<file path="config.mk">
export PLATFORM = sky130hd
export DESIGN_NAME = reg_file_banked_flat
export DESIGN_NICKNAME = d
export VERILOG_FILES = /design/src/rtl/reg_file_banked_pkg.sv /design/src/rtl/reg_file_banked_if.sv /design/src/rtl/reg_file_read_port.sv /design/src/rtl/reg_file_banked.sv /design/src/flat_wrapper.sv
export SDC_FILE = /design/constraint.sdc
export NUM_CORES = 1
export LEC_CHECK = 0
export CORE_MARGIN = 5
export CORE_UTILIZATION = 45
export CTS_BUF_LIST = sky130_fd_sc_hd__clkbuf_8
export CTS_CLUSTER_DIAMETER = 120
export DETAILED_ROUTE_END_ITERATION = 8
export SLEW_MARGIN = 20
export SYNTH_ARGS = -nofsm -noshare
export SYNTH_HDL_FRONTEND = slang
export SYNTH_SLANG_ARGS = --single-unit
</file>
<file path="constraint.sdc">
create_clock -name clk -period 1.88 [get_ports clk]
set_input_delay 0.376 -clock clk [delete_from_list [all_inputs] [get_ports clk]]
set_output_delay 0.376 -clock clk [all_outputs]
set_load 0.02 [all_outputs]
</file>
<file path="src/rtl/reg_file_banked_pkg.sv">
// Shared processor datapath constants used by the register file.
// WORD_W     : datapath word width in bits
// REG_COUNT  : number of architectural registers
// REG_ADDR_W : register address width
// REG_ZERO   : address of the hard-wired zero register
package reg_file_banked_pkg;
  localparam int WORD_W     = 16;
  localparam int REG_COUNT  = 16;
  localparam int REG_ADDR_W = 4;
  localparam int REG_ZERO   = 0;
endpackage

</file>
<file path="src/rtl/reg_file_banked_if.sv">
// Register file bus: two read ports, one write port, and the interrupt
// controller's save/restore controls plus shadow status.
// master : decode/writeback/interrupt side (drives addresses, write data, save/restore)
// slave  : the register file (drives read data, shadow_valid, busy_err)
interface reg_file_banked_if
  import reg_file_banked_pkg::*;
#(
  parameter int WIDTH = WORD_W,
  parameter int AW    = REG_ADDR_W
);
  logic [AW-1:0]    rd_addr_a;
  logic [WIDTH-1:0] rd_data_a;
  logic [AW-1:0]    rd_addr_b;
  logic [WIDTH-1:0] rd_data_b;
  logic             wr_en;
  logic [AW-1:0]    wr_addr;
  logic [WIDTH-1:0] wr_data;
  logic             save;
  logic             restore;
  logic             shadow_valid;
  logic             busy_err;

  modport master (
    output rd_addr_a, rd_addr_b, wr_en, wr_addr, wr_data, save, restore,
    input  rd_data_a, rd_data_b, shadow_valid, busy_err
  );

  modport slave (
    input  rd_addr_a, rd_addr_b, wr_en, wr_addr, wr_data, save, restore,
    output rd_data_a, rd_data_b, shadow_valid, busy_err
  );
endinterface

</file>
<file path="src/rtl/reg_file_read_port.sv">
// One combinational read port of the register file.
// bank    : flattened main bank contents
// rd_addr : read address; rd_data : read result (no latency)
// wr_en/wr_addr/wr_data : current write, used for write-first bypass
// Register 0 reads as zero when ZERO_REG is set, even if it is being written.
module reg_file_read_port
  import reg_file_banked_pkg::*;
#(
  parameter int WIDTH    = WORD_W,
  parameter int DEPTH    = REG_COUNT,
  parameter int AW       = REG_ADDR_W,
  parameter int ZERO_REG = 1,
  parameter int BYPASS   = 1
) (
  input  logic [DEPTH-1:0][WIDTH-1:0] bank,
  input  logic [AW-1:0]               rd_addr,
  input  logic                        wr_en,
  input  logic [AW-1:0]               wr_addr,
  input  logic [WIDTH-1:0]            wr_data,
  output logic [WIDTH-1:0]            rd_data
);
  localparam logic [AW-1:0] ZERO_ADDR = AW'(REG_ZERO);

  logic is_zero;
  logic bypass_hit;

  always_comb begin
    is_zero    = (ZERO_REG != 0) && (rd_addr == ZERO_ADDR);
    bypass_hit = (BYPASS != 0) && wr_en && (wr_addr == rd_addr);
    // The zero check comes first so a write to r0 can never leak through bypass.
    if (is_zero) begin
      rd_data = '0;
    end else if (bypass_hit) begin
      rd_data = wr_data;
    end else begin
      rd_data = bank[rd_addr];
    end
  end
endmodule

</file>
<file path="src/rtl/reg_file_banked.sv">
// Banked register file for the 16-bit datapath.
// clk   : single clock, all state updates on the rising edge
// rst_n : synchronous active-low reset, clears both banks and status
// bus   : slave side of reg_file_banked_if (read ports A/B, write port,
//         save/restore, shadow_valid, busy_err)
// The shadow bank is a one-deep snapshot of the whole file used for
// interrupt context save/return; it is never readable directly.
module reg_file_banked
  import reg_file_banked_pkg::*;
#(
  parameter int WIDTH    = WORD_W,
  parameter int DEPTH    = REG_COUNT,
  parameter int ZERO_REG = 1,
  parameter int BYPASS   = 1
) (
  input  logic               clk,
  input  logic               rst_n,
  reg_file_banked_if.slave   bus
);
  localparam int AW = $clog2(DEPTH);
  localparam logic [AW-1:0] ZERO_ADDR = AW'(REG_ZERO);

  logic [DEPTH-1:0][WIDTH-1:0] main_reg;
  logic [DEPTH-1:0][WIDTH-1:0] shadow_reg;
  logic                        shadow_valid_reg;
  logic                        busy_err_reg;

  logic                        wr_ok;
  logic                        do_save;
  logic                        do_restore;

  logic [1:0][AW-1:0]          rd_addr;
  logic [1:0][WIDTH-1:0]       rd_data;

  // Writes to the zero register are dropped before they reach the bank.
  assign wr_ok      = bus.wr_en && !((ZERO_REG != 0) && (bus.wr_addr == ZERO_ADDR));
  // Simultaneous save and restore cancels both.
  assign do_save    = bus.save && !bus.restore;
  assign do_restore = bus.restore && !bus.save;

  always_ff @(posedge clk) begin
    if (!rst_n) begin
      main_reg         <= '0;
      shadow_reg       <= '0;
      shadow_valid_reg <= 1'b0;
      busy_err_reg     <= 1'b0;
    end else begin
      busy_err_reg <= bus.save && bus.restore;
      if (do_save) begin
        // Captures pre-edge contents, so a concurrent write is not snapshotted.
        shadow_reg       <= main_reg;
        shadow_valid_reg <= 1'b1;
      end
      if (do_restore) begin
        main_reg         <= shadow_reg;
        shadow_valid_reg <= 1'b0;
      end
      // Placed after the restore copy so a concurrent write wins for its address.
      if (wr_ok) begin
        main_reg[bus.wr_addr] <= bus.wr_data;
      end
    end
  end

  assign rd_addr[0]       = bus.rd_addr_a;
  assign rd_addr[1]       = bus.rd_addr_b;
  assign bus.rd_data_a    = rd_data[0];
  assign bus.rd_data_b    = rd_data[1];
  assign bus.shadow_valid = shadow_valid_reg;
  assign bus.busy_err     = busy_err_reg;

  generate
    for (genvar gi = 0; gi < 2; gi++) begin : g_rd_port
      reg_file_read_port #(
        .WIDTH    (WIDTH),
        .DEPTH    (DEPTH),
        .AW       (AW),
        .ZERO_REG (ZERO_REG),
        .BYPASS   (BYPASS)
      ) u_rd_port (
        .bank    (main_reg),
        .rd_addr (rd_addr[gi]),
        .wr_en   (bus.wr_en),
        .wr_addr (bus.wr_addr),
        .wr_data (bus.wr_data),
        .rd_data (rd_data[gi])
      );
    end
  endgenerate
endmodule

</file>
<file path="src/flat_wrapper.sv">
// flat-port wrapper written by rule: the top's interface ports become plain ports
module reg_file_banked_flat import reg_file_banked_pkg::*;
#(
  parameter int WIDTH    = WORD_W,
  parameter int DEPTH    = REG_COUNT,
  parameter int ZERO_REG = 1,
  parameter int BYPASS   = 1
)
  (clk, rst_n, bus_rd_addr_a, bus_rd_addr_b, bus_wr_en, bus_wr_addr, bus_wr_data, bus_save, bus_restore, bus_rd_data_a, bus_rd_data_b, bus_shadow_valid, bus_busy_err);
  reg_file_banked_if #(.WIDTH(WIDTH), .AW(4)) bus_i ();
  input  logic clk;
  input  logic rst_n;
  input wire logic [$bits(bus_i.rd_addr_a)-1:0] bus_rd_addr_a;
  input wire logic [$bits(bus_i.rd_addr_b)-1:0] bus_rd_addr_b;
  input wire logic [$bits(bus_i.wr_en)-1:0] bus_wr_en;
  input wire logic [$bits(bus_i.wr_addr)-1:0] bus_wr_addr;
  input wire logic [$bits(bus_i.wr_data)-1:0] bus_wr_data;
  input wire logic [$bits(bus_i.save)-1:0] bus_save;
  input wire logic [$bits(bus_i.restore)-1:0] bus_restore;
  output wire logic [$bits(bus_i.rd_data_a)-1:0] bus_rd_data_a;
  output wire logic [$bits(bus_i.rd_data_b)-1:0] bus_rd_data_b;
  output wire logic [$bits(bus_i.shadow_valid)-1:0] bus_shadow_valid;
  output wire logic [$bits(bus_i.busy_err)-1:0] bus_busy_err;
  assign bus_i.rd_addr_a = bus_rd_addr_a;
  assign bus_i.rd_addr_b = bus_rd_addr_b;
  assign bus_i.wr_en = bus_wr_en;
  assign bus_i.wr_addr = bus_wr_addr;
  assign bus_i.wr_data = bus_wr_data;
  assign bus_i.save = bus_save;
  assign bus_i.restore = bus_restore;
  assign bus_rd_data_a = bus_i.rd_data_a;
  assign bus_rd_data_b = bus_i.rd_data_b;
  assign bus_shadow_valid = bus_i.shadow_valid;
  assign bus_busy_err = bus_i.busy_err;
  reg_file_banked #(.WIDTH(WIDTH), .DEPTH(DEPTH), .ZERO_REG(ZERO_REG), .BYPASS(BYPASS)) u_core (.clk(clk), .rst_n(rst_n), .bus(bus_i));
endmodule
</file>
# Word level (Yosys, flattened, before mapping)
# Index checks and enable logic that the tools add are counted.
[op_classes]
div_mod_pow = 0
eq_ne = 2
n_mux = 14
add_sub_neg = 0
n_lt_le_gt_ge = 4
shifts = 0
n_bitwise = 1
n_reduce_logical = 14
n_mul = 0
[ops]
columns = ["op", "n"]
rows = [
  ["2-to-1 mux 256 bit", 3],
  ["bitwise mux 256 bit", 1],
  ["binary-select mux 16 bit (select 4 bit)", 2],
  ["2-to-1 mux 16 bit", 7],
  ["demux 16 bit (select 4 bit)", 1],
  ["less-than comparator 4 x 5 -> 1 bit, second input constant", 3],
  ["logical NOT 4 bit", 3],
  ["equality test 4 bit", 2],
  ["logical AND 1 bit", 7],
  ["greater-or-equal comparator 4 x 1 -> 1 bit, second input constant", 1],
  ["logical NOT 1 bit", 3],
  ["OR reduction 2 bit", 1],
  ["NOT 1 bit", 1],
]
[totals]
output_inout_bits = 34
n_memories = 0
rom_bits = 0
input_bits = 33
wordCells = 69
regBits = 514
ram_bits = 0
latch_bits = 0

# Longest topological paths before layout
[depth]
ltp_word = 6
mapped_depth = 8
mapped_depth_nobuf = 4

# Cells and area by module
# A second synthesis with hierarchy kept.
[hier_totals]
cells_unflattened = 3092
hier_area_um2 = 25215.4
[by_module_without_submodules]
columns = ["module", "instances", "area_per_inst_um2", "cells_per_inst", "seq_area_each_um2"]
rows = [
  ["reg_file_banked", 1, 20611.0, 2616, 10289.9],
  ["reg_file_read_port", 2, 2302.2, 238, 0.0],
]

# Worst setup path after synthesis
# OpenSTA, ideal clock, no wires.
[synth_timing]
kind = "input -> output"
start = "in bus_rd_addr_a[2]"
end = "out bus_rd_data_a[10]"
required_ns = 1.504
path_buffers = 3
path_stages = 7
arrival_time_ns = 1.816
slack_ns = -0.312
path_cell_list = "buf_6 or3b_1 clkbuf_1 buf_2 o22ai_1 a211oi_1 a31oi_1"
[synth_via]
elab_chain_len = 4
elab_cells_between_ends = 7
cone_classes = "eq/ne (1); mux (4); reduce/logical (2)"
[synth_rtl]
columns = ["item", "line", "text"]
rows = [
  ["start, declared", "flat_wrapper.sv:13", "input wire logic [$bits(bus_i.rd_addr_a)-1:0] bus_rd_addr_a;"],
  ["binary-select mux 16 bit (select 4 bit) / equality test 4 bit (equally long branches)", "reg_file_read_port.sv:36, reg_file_read_port.sv:29", ""],
  ["2-to-1 mux 16 bit (implied by the code) / logical AND 1 bit (equally long branches)", "reg_file_read_port.sv:36, reg_file_read_port.sv:29", ""],
  ["2-to-1 mux 16 bit", "reg_file_read_port.sv:33", "end else if (bypass_hit) begin"],
  ["2-to-1 mux 16 bit *", "reg_file_read_port.sv:31", "if (is_zero) begin"],
  ["end, declared", "flat_wrapper.sv:20", "output wire logic [$bits(bus_i.rd_data_a)-1:0] bus_rd_data_a;"],
]
# Mark *: on every way between the ends. The rest lies on a longest branch, timed or not. The select of a mux whose other input is x is not followed.

# Final worst setup path
[layout_timing]
start = "reg u_core.main_reg[238] (netlist name)"
end = "out bus_rd_data_a[14]"
[layout_via]
elab_chain_len = 4
[layout_rtl]
columns = ["item", "line", "text"]
rows = [
  ["start, declared", "reg_file_banked.sv:23", "logic [DEPTH-1:0][WIDTH-1:0] main_reg;"],
  ["start signal, assigned", "reg_file_banked.sv:55", "main_reg <= shadow_reg;"],
  ["start signal, assigned by index", "reg_file_banked.sv:60", "main_reg[bus.wr_addr] <= bus.wr_data;"],
  ["binary-select mux 16 bit (select 4 bit)", "reg_file_read_port.sv:36", "rd_data = bank[rd_addr];"],
  ["2-to-1 mux 16 bit (implied by the code)", "reg_file_read_port.sv:36", ""],
  ["2-to-1 mux 16 bit", "reg_file_read_port.sv:33", ""],
  ["2-to-1 mux 16 bit", "reg_file_read_port.sv:31", ""],
]
# No other way between the ends. The select of a mux whose other input is x is not followed.

==> qor.yml <==
status: "complete, but fails checks"
failed_checks: "setup timing"
clockBufferDepth: 3
cpPeakStageDelay_ns: 0.45
setup_slack_ns: -0.848
clk_latency_ns: 0.71
syn_inst: 3046
ys_warn_count: 0
relSlewSlack_pct: 66.3
final_area_um2: 34200
antenna_found_initial: 1
grt_pass1_wl_um: 146000
yosysSeqAreaShare_pct: 40.4
die_x_um: 248
syn-cell-area_um2: 25500
htreeDepth: 3
core_area_um2: 56300
reg2reg_depth: 3
port_buffers: 66
vias: 24997
synth_cell_types: 31
post-dp-hpwl_um: 68300
syn-num-nets: 3079
crit_chain: "mux4_2, mux2_4, a211oi_2, buf_4, a21oi_4, buf_6"
period_needed_ns: 2.73
post_drt_wl_per_cell_um: 22.5
antenna_left: 0
ir_worst_vdd_v: 0.000479
avgSynthCellArea_um2: 8.36
max_freq_mhz: 367
grt_pass1_vias: 24393
cts_root_buffer: "clkbuf_8"
finalCritPeriodShare_pct: 145
cp-end-kind: "primary output"
drc: 0
num_rows: 87
power_uw: 25500
cts_tree: "done"
grt.overflow.total: 0
die_area_um2: 61500
whs_ns: 0.434
avgViaCountPerCell: 5.83
die_height_um: 248
layout-drive-gt1-share_pct: 27.0
drt_iter0_drc: 2327
required_ns: 1.50
cp-start-kind: "flop"
rsz0062_at_grt: "yes"
synth_seq_cells: 514
cp_slowest_cell: "mux4_2"
numClockSinks: 514
arrival_ns: 2.35
slew_viol_final: 0
r2r_slack_ns: 0.91
maxCapViolations: 0
finalNetCount: 3489
hold_path.class: "input port to flop"
drt_wl_total_um: 96400
post_dp_cell_area_um2: 31700
p_leak_uw: 0.0156
worstSetupPathType: "flop to primary output"
track_usage_pct: 30.8
worst_slew_pin_slew_ns: 0.504
p_per_area_nw_per_um2: 745
pin_count: 67
gp_congestion: 0.970
finalSetupViolations: 32
hold-path-cell-count: 2
first_pass_iters: 6
grt_max_degree: 101
final_hold_viol_count: 0
skew_ns: 0.0253
numCtsBuffers: 90
path_max_fanout: 3
clkTransAtPathRegs_ns: 0.06
syn_to_final_growth_pct: 34.1
fin_util_pct: 60.7
start_util_pct: 45.3
==> worst paths after layout <==
kind	start	endpoint
max reg2reg	u_core.main_reg[15]	u_core.shadow_reg[15]
max	u_core.main_reg[238]	bus_rd_data_a[14]
min reg2reg	u_core.shadow_reg[221]	u_core.shadow_reg[221]
min	bus_restore	u_core.bus.busy_err
==> layer usage <==
layer / share of wire [%] / track usage [%] / vias to the layer above
li1: - / - / 11458
met4: 3.8 / 11.9 / 0
met5: 0 / 0 / -
met1: 43 / 41.7 / 12300
met3: 9.4 / 7.87 / 207
met2: 44 / 47.6 / 1032
==> layout by cell type (no fill, tap or decap), drive strengths merged <==
| cell | n |
|---|---|
| dlygate4sd2 | 4 |
| clkinvlp | 1 |
| clkdlybuf4s50 | 23 |
| buf | 607 |
| clkinv | 12 |
| nand2b | 2 |
| and3b | 2 |
| clkbuf | 127 |
| nor3b | 1 |
| xnor2 | 8 |
| bufinv | 3 |
| nand2 | 1037 |
| inv | 21 |
| mux2i | 128 |
| o31ai | 32 |
| nor2b | 7 |
| a21boi | 272 |
| or3b | 4 |
| nor2 | 1 |
| and3 | 2 |
| or2 | 4 |
| a211oi | 32 |
| mux2 | 2 |
| a31oi | 30 |
| o22ai | 64 |
| o211a | 240 |
| or3 | 2 |
| a21oi | 3 |
| mux4 | 64 |
| nand3b | 2 |
| nand3 | 276 |
| diode | 2 |
| dfxtp | 514 |
| dlygate4sd3 | 1 |
==> area by class of cell <==
class / count / area, µm²
Antenna cell: 2 / 5.00
Clock buffer: 127 / 1750
Clock inverter: 37 / 259
Fill cell: 4716 / 22100
Multi-Input combinational cell: 2215 / 14800
Sequential cell: 514 / 10300
Tap cell: 756 / 946
Timing Repair Buffer: 635 / 6100
==> what timing repair did <==
action / 4_1_cts / 5_1_grt
cloned: 1 / 0
hold buffers: 1 / 0
resized for setup: 252 / 30
buffers inserted: 5 / 0
endpoints found under the hold margin: 5 / 0
endpoints found under the setup margin: 34 / 32
pin swaps: 55 / 37
==> where the power goes <==
group / leakage [µW] / switching, µW / internal, µW
registers: 0.00416 / 105 / 11000
clock network: 0.00112 / 4870 / 6400
logic: 0.0103 / 1750 / 1300
==> per-stage QoR <==
stage          instances  setup WS (ns)  TNS [ns]
2_1_floorplan       3046         -0.127     -3.82
3_3_place_gp        4113          -1.22   -103.89
3_5_place_dp        4113          -1.27   -114.68
4_1_cts             4284         -0.920    -23.01
5_1_grt             4285         -0.925    -22.69
6_report            4286         -0.848    -21.06
==> Yosys cell counts <==
master	count	share of area (%)
o22ai_1	64	1.6
buf_1	32	0.47
a211oi_1	32	0.94
mux2i_1	128	5.0
buf_6	11	0.49
buf_4	9	0.27
nor2b_1	7	0.17
a21boi_0	272	8.0
clkbuf_1	214	3.2
nand3_2	2	0.079
o31ai_1	32	0.94
o211a_1	240	9.4
nor3b_1	1	0.029
or3_1	2	0.049
and3_1	2	0.049
mux4_2	64	5.7
or2_1	4	0.098
clkbuf_2	4	0.079
nand2_1	1037	15
nor2_1	1	0.015
a21oi_1	3	0.059
nand3_1	274	5.4
and3b_1	2	0.069
or3b_1	4	0.14
nand2b_1	2	0.049
xnor2_1	8	0.28
buf_2	47	0.92
a31oi_1	30	0.74
nand3b_1	2	0.059
dfxtp_1	514	40
mux2_2	2	0.088
==> worst max-delay path, delay by kind of cell, from the launching register on <==
kind | cells | cell delay, ns
compound gates | 2 | 0.25
buf+inv | 2 | 0.28
flops | 1 | 0.33
mux | 2 | 0.79
==> logic make-up after synthesis <==
family / synth area share, %
AND/OR/NAND/NOR: 21.5
AO/OA/AOI/OAI: 21.7
multiplexers: 10.8
XOR/XNOR: 0.275
flip-flops: 40.4
buffers and inverters: 5.38
Note: power is estimated with default switching activity, not from simulation.
